File: src/rtl/uart_tx_fifo.sv
// uart_tx_fifo: byte FIFO feeding an 8N1 serialiser with 16x-oversampled bit timing.
module uart_tx_fifo #(
  parameter int FIFO_AW = 3
) (
  input  logic               clk,
  input  logic               rst_n,
  input  logic [15:0]        baud_div,
  input  logic [7:0]         wr_data,
  input  logic               wr_en,
  output logic               tx,
  output logic               tx_busy,
  output logic               tx_done,
  output logic               full,
  output logic               empty,
  output logic [FIFO_AW:0]   level,
  output logic               overflow
);
  typedef enum logic [1:0] {IDLE, START, DATA, STOP} state_e;
  localparam logic [FIFO_AW:0] DEPTH = {1'b1, {FIFO_AW{1'b0}}};
  logic [7:0]         mem [1<<FIFO_AW];
  logic [FIFO_AW-1:0] rd_q, wr_q;
  logic [FIFO_AW:0]   cnt_q, cnt_d;
  state_e             st_q, st_d;
  logic [15:0]        div_q, div_d, tick_q, tick_d;
  logic [3:0]         sub_q, sub_d;
  logic [2:0]         idx_q, idx_d;
  logic [7:0]         sh_q, sh_d;
  logic               tx_q, busy_q, done_q, full_q, empty_q, ovf_q;
  logic               wr_ok, pop, tick, bit_end, tx_d, done_d;
  always_comb begin
    wr_ok   = wr_en && !full_q;
    tick    = st_q != IDLE && tick_q == div_q - 16'd1;
    bit_end = tick && sub_q == 4'd15;
    pop     = !empty_q && (st_q == IDLE || (st_q == STOP && bit_end));
    cnt_d   = cnt_q + {{FIFO_AW{1'b0}}, wr_ok} - {{FIFO_AW{1'b0}}, pop};
    st_d    = st_q;
    div_d   = div_q;
    tick_d  = (st_q == IDLE || tick) ? '0 : tick_q + 16'd1;
    sub_d   = tick ? sub_q + 4'd1 : sub_q;
    idx_d   = idx_q;
    sh_d    = sh_q;
    if (pop) begin
      st_d   = START;
      sh_d   = mem[rd_q];
      div_d  = baud_div == 16'd0 ? 16'd1 : baud_div;
      tick_d = '0;
      sub_d  = '0;
    end else if (bit_end) begin
      case (st_q)
        START: begin
          st_d  = DATA;
          idx_d = '0;
        end
        DATA: begin
          sh_d  = sh_q >> 1;
          idx_d = idx_q + 3'd1;
          st_d  = idx_q == 3'd7 ? STOP : DATA;
        end
        default: st_d = IDLE;
      endcase
    end
    tx_d   = st_d == START ? 1'b0 : st_d == DATA ? sh_d[0] : 1'b1;
    // Look one clock ahead so the registered pulse lands on the last stop-bit clock.
    done_d = st_d == STOP && sub_d == 4'd15 && tick_d == div_d - 16'd1;
  end
  always_ff @(posedge clk)
    if (wr_ok) mem[wr_q] <= wr_data;
  always_ff @(posedge clk or negedge rst_n) begin
    if (!rst_n) begin
      rd_q    <= '0;
      wr_q    <= '0;
      cnt_q   <= '0;
      st_q    <= IDLE;
      div_q   <= 16'd1;
      tick_q  <= '0;
      sub_q   <= '0;
      idx_q   <= '0;
      sh_q    <= '0;
      tx_q    <= 1'b1;
      busy_q  <= 1'b0;
      done_q  <= 1'b0;
      full_q  <= 1'b0;
      empty_q <= 1'b1;
      ovf_q   <= 1'b0;
    end else begin
      rd_q    <= pop ? rd_q + 1'b1 : rd_q;
      wr_q    <= wr_ok ? wr_q + 1'b1 : wr_q;
      cnt_q   <= cnt_d;
      st_q    <= st_d;
      div_q   <= div_d;
      tick_q  <= tick_d;
      sub_q   <= sub_d;
      idx_q   <= idx_d;
      sh_q    <= sh_d;
      tx_q    <= tx_d;
      busy_q  <= st_d != IDLE;
      done_q  <= done_d;
      full_q  <= cnt_d == DEPTH;
      empty_q <= cnt_d == '0;
      ovf_q   <= wr_en && full_q;
    end
  end
  assign tx       = tx_q;
  assign tx_busy  = busy_q;
  assign tx_done  = done_q;
  assign full     = full_q;
  assign empty    = empty_q;
  assign level    = cnt_q;
  assign overflow = ovf_q;
endmodule

File: config.mk
export PLATFORM = sky130hd
export DESIGN_NAME = uart_tx_fifo
export DESIGN_NICKNAME = d
export VERILOG_FILES = /design/src/rtl/uart_tx_fifo.sv
export SDC_FILE = /design/constraint.sdc
export NUM_CORES = 1
export LEC_CHECK = 0
export ABC_AREA = 1
export BUFFER_PORTS_ARGS = -buffer_cell sky130_fd_sc_hd__buf_2
export CAP_MARGIN = 15
export CORE_UTILIZATION = 62
export DETAILED_ROUTE_END_ITERATION = 6
export PLACE_DENSITY = 0.87
export SLEW_MARGIN = 30
export SYNTH_ARGS = -nofsm -noshare
export SYNTH_HDL_FRONTEND = slang
export SYNTH_SLANG_ARGS = --single-unit
File: constraint.sdc
create_clock -name clk -period 5.45 [get_ports clk]
set_input_delay 0.545 -clock clk [delete_from_list [all_inputs] [get_ports clk]]
set_output_delay 0.545 -clock clk [all_outputs]
set_load 0.1 [all_outputs]
==> metrics.txt <==
Routed WL 16.5 mm; vias in the first global route 5,429; Main synth FF type edfxtp_1; GPL Wtd Cong 0.918; max_cap viols 0; Placed Cells incl. Taps 973; slowest cell on the critical path dfstp_2; top post-synthesis cells by area edfxtp_1 27%, dfrtp_1 22%, nand2_1 9.7%; power density cells 359 mW/mm^2; Sw Share approximately a third; crit path DAT about 4.4 ns; Worst EP required 5.80 ns; Post-Syn Nets roughly 860; Final Hold Viols 0; combinational power share between 20% and 30%; CTS sink cnt between 100 and 150; final period utilization 74.9%; post-layout min period 4.08 ns; Clock Latency Late Sink 0.42 ns; peak supply drop between 0.0004 and 0.0005 V; setup slack, reg-to-reg 1.37 ns; Post-CTS Resized 0; Yosys top cell area share 27.1%; core area 0.0110 sq mm; Worst Slack Setup Final between 1 and 1.5 ns; Detailed Place HPWL 11.2 mm; global-route congestion overflow total 0; post-CTS setup buffer count 0; CP top delay family simple AND/OR/NAND/NOR gates; largest net degree at the start of global routing 66; Vias ~5.8k; Tot GR Track Use around 30%; first-pass GRT wire length 26.7 mm; layout cells sized above 1 roughly 16%; Max clock buf depth 2; Synth async-reset ratio 50.4%; crit start category flop; Routed Antenna Nets 0; initial antenna violation count 0; nature of the critical path endpoint flop; most frequent cells in the layout 183 x nand2_1, 106 x nor2_1, 82 x inv_1, 64 x edfxtp_1, 61 x dfrtp_1; Yosys top cell by area edfxtp_1; slew margin rel. between 30% and 40%; WP buf/inv 5; CP Max Fanout 17; crit path from div_q[0]; CTS tree yes; worst clock skew 0.00637 ns; max incr delay on CP 0.57 ns; design area around 0.0079 sq mm; Synth cell types 48; Sum Neg Setup Slack 0 ns; CTS H-tree depth 4; Yosys reg bits 129; Vias per Instance 5.81; slew at the pin with the worst max-slew slack 0.917 ns; drt drc 0; Fin Hold WS 0.312 ns; outcome finished, final reports clean; Area Overhead vs Synth 11.7%; boundary pin count 37; Nets between 800 and 900; stages on the worst setup path 20; worst r2r src div_q[0]; worst r2r path cells 20; DR WL/cell approximately 16 um; unrepaired setup endpoints after global routing no; cell area after synthesis approximately 0.0071 sq mm; Max Slew Vio Count 0; hold_buf cts 0; EDFF count, synth 64; Avg Inst Size Synth 8.72 sq um; cell internal pwr 1.92 mW; die area 0.0119 sq mm; register area share after synthesis 50.1%; Setup violations, final 0; # diodes 0; Starting DRT DRC Count 720; NetSw between 0.9 and 1 mW; CTS Root Cell clkbuf_16; Reg clk slew, reported paths roughly 0.050 ns; Place WS 1.40 ns; total CTS buffers 17; crit path cell chain inv_2 > ha_1 > or2_1 > nand3_1 > nand2_1 > nor3_1 > nand3_2 > nor2_4 > nand4_2 > nand2_2 > nand2_2 > clkinv_2 > ha_1 > inv_1 > ha_1 > inv_1 > fa_1 > inv_1 > or3_1 > nor2_1; Clock power frac 36.9%; non-filler instance count after layout 1,005; die width 109 um; initial cell density of the core 64.5%; Seq pwr share 42.8%; final core utilization between 70% and 80%; most common cell after layout, fill and taps aside nand2_1; Pre-antenna DRT Iters 5; placed inst area 0.00737 sq mm; Die Y-Extent 109 um; IO buf count 36; Fmax ~240 MHz; total power 2.84 mW; Rows 38; WS Path Type reg2reg; Leak Pwr 3.42 nW; worst min-delay path class in2async; fill count 800; YS warnings 0; Post-Synthesis Cells 813
sequential cells by signal, summed over array words and instances (netlist names):
register  flops
div_q        16
empty         1
full          1
idx_q         3
level         4
mem          64
overflow      1
rd_q          3
sh_q          8
st_q          2
sub_q         4
tick_q       16
tx            1
tx_busy       1
tx_done       1
wr_q          3
final timing paths:
| kind | end |
|---|---|
| hold / removal | sub_q[0] |
| min in group clk | overflow |
| setup / recovery | full |
| hold reg to reg | idx_q[1] |
| setup reg to reg | full |
| max in group asynchronous | rd_q[0] |
per-layer routing:
layer	track usage [%]	up-vias	wire length [um]
li1	-	2760	-
met1	39.7	2726	6840
met2	48.7	286	7760
met5	0	-	0
met3	6.40	63	1260
met4	13.5	0	634
worst reg2reg max path: cells and delay by family (launching register included):
kind	cells	cell delay, ns
flip-flops	1	0.57
buffers and inverters	5	0.46
adder cells (fa/ha/maj)	4	1.15
AND/OR/NAND/NOR	11	1.85
power by group through the flow:
stage	logic, mW	registers [mW]	clock network [mW]
after floorplan	0.314	1.34	0
after global placement	0.557	1.23	0
after detailed placement	0.568	1.23	0
after CTS	0.575	1.21	1.05
after global routing	0.634	1.22	1.09
final	0.579	1.21	1.05
cells in the mapped netlist (all sizes together), types with 4 or more instances:
library cell    n
nor3            8
xnor2          22
o21ai          52
a211oi          4
o221ai         10
nand3b          9
nand3          60
nor2          129
clkbuf         13
edfxtp         64
o22ai           7
a21oi           8
buf             5
xor2           21
dfrtp          62
nand2         204
nand4           9
inv            88
ha             15
area by class of cell:
class                           instances  area [sq um]  area share (%)
Inverter                               90           339            4.28
Clock inverter                         13          97.6            1.23
Timing Repair Buffer                   38           195            2.46
Tap cell                              140           175            2.21
Sequential cell                       129          3550            44.9
Clock buffer                           19           454            5.74
Multi-Input combinational cell        576          3100            39.2
cell families (layout without fill, tap and decap cells):
group                      count (synthesis)  after routing  share of synthesized area (%)
and+or+nand+nor                          428            428                           27.9
adders and majority gates                 16             16                           2.93
AOI/OAI and AO/OA                         89             89                           7.54
xor gates and xnor gates                  43             43                           5.42
buffers and inverters                    108            160                           6.09
DFF                                      129            129                           50.1
(Power assumes the default switching activity.)
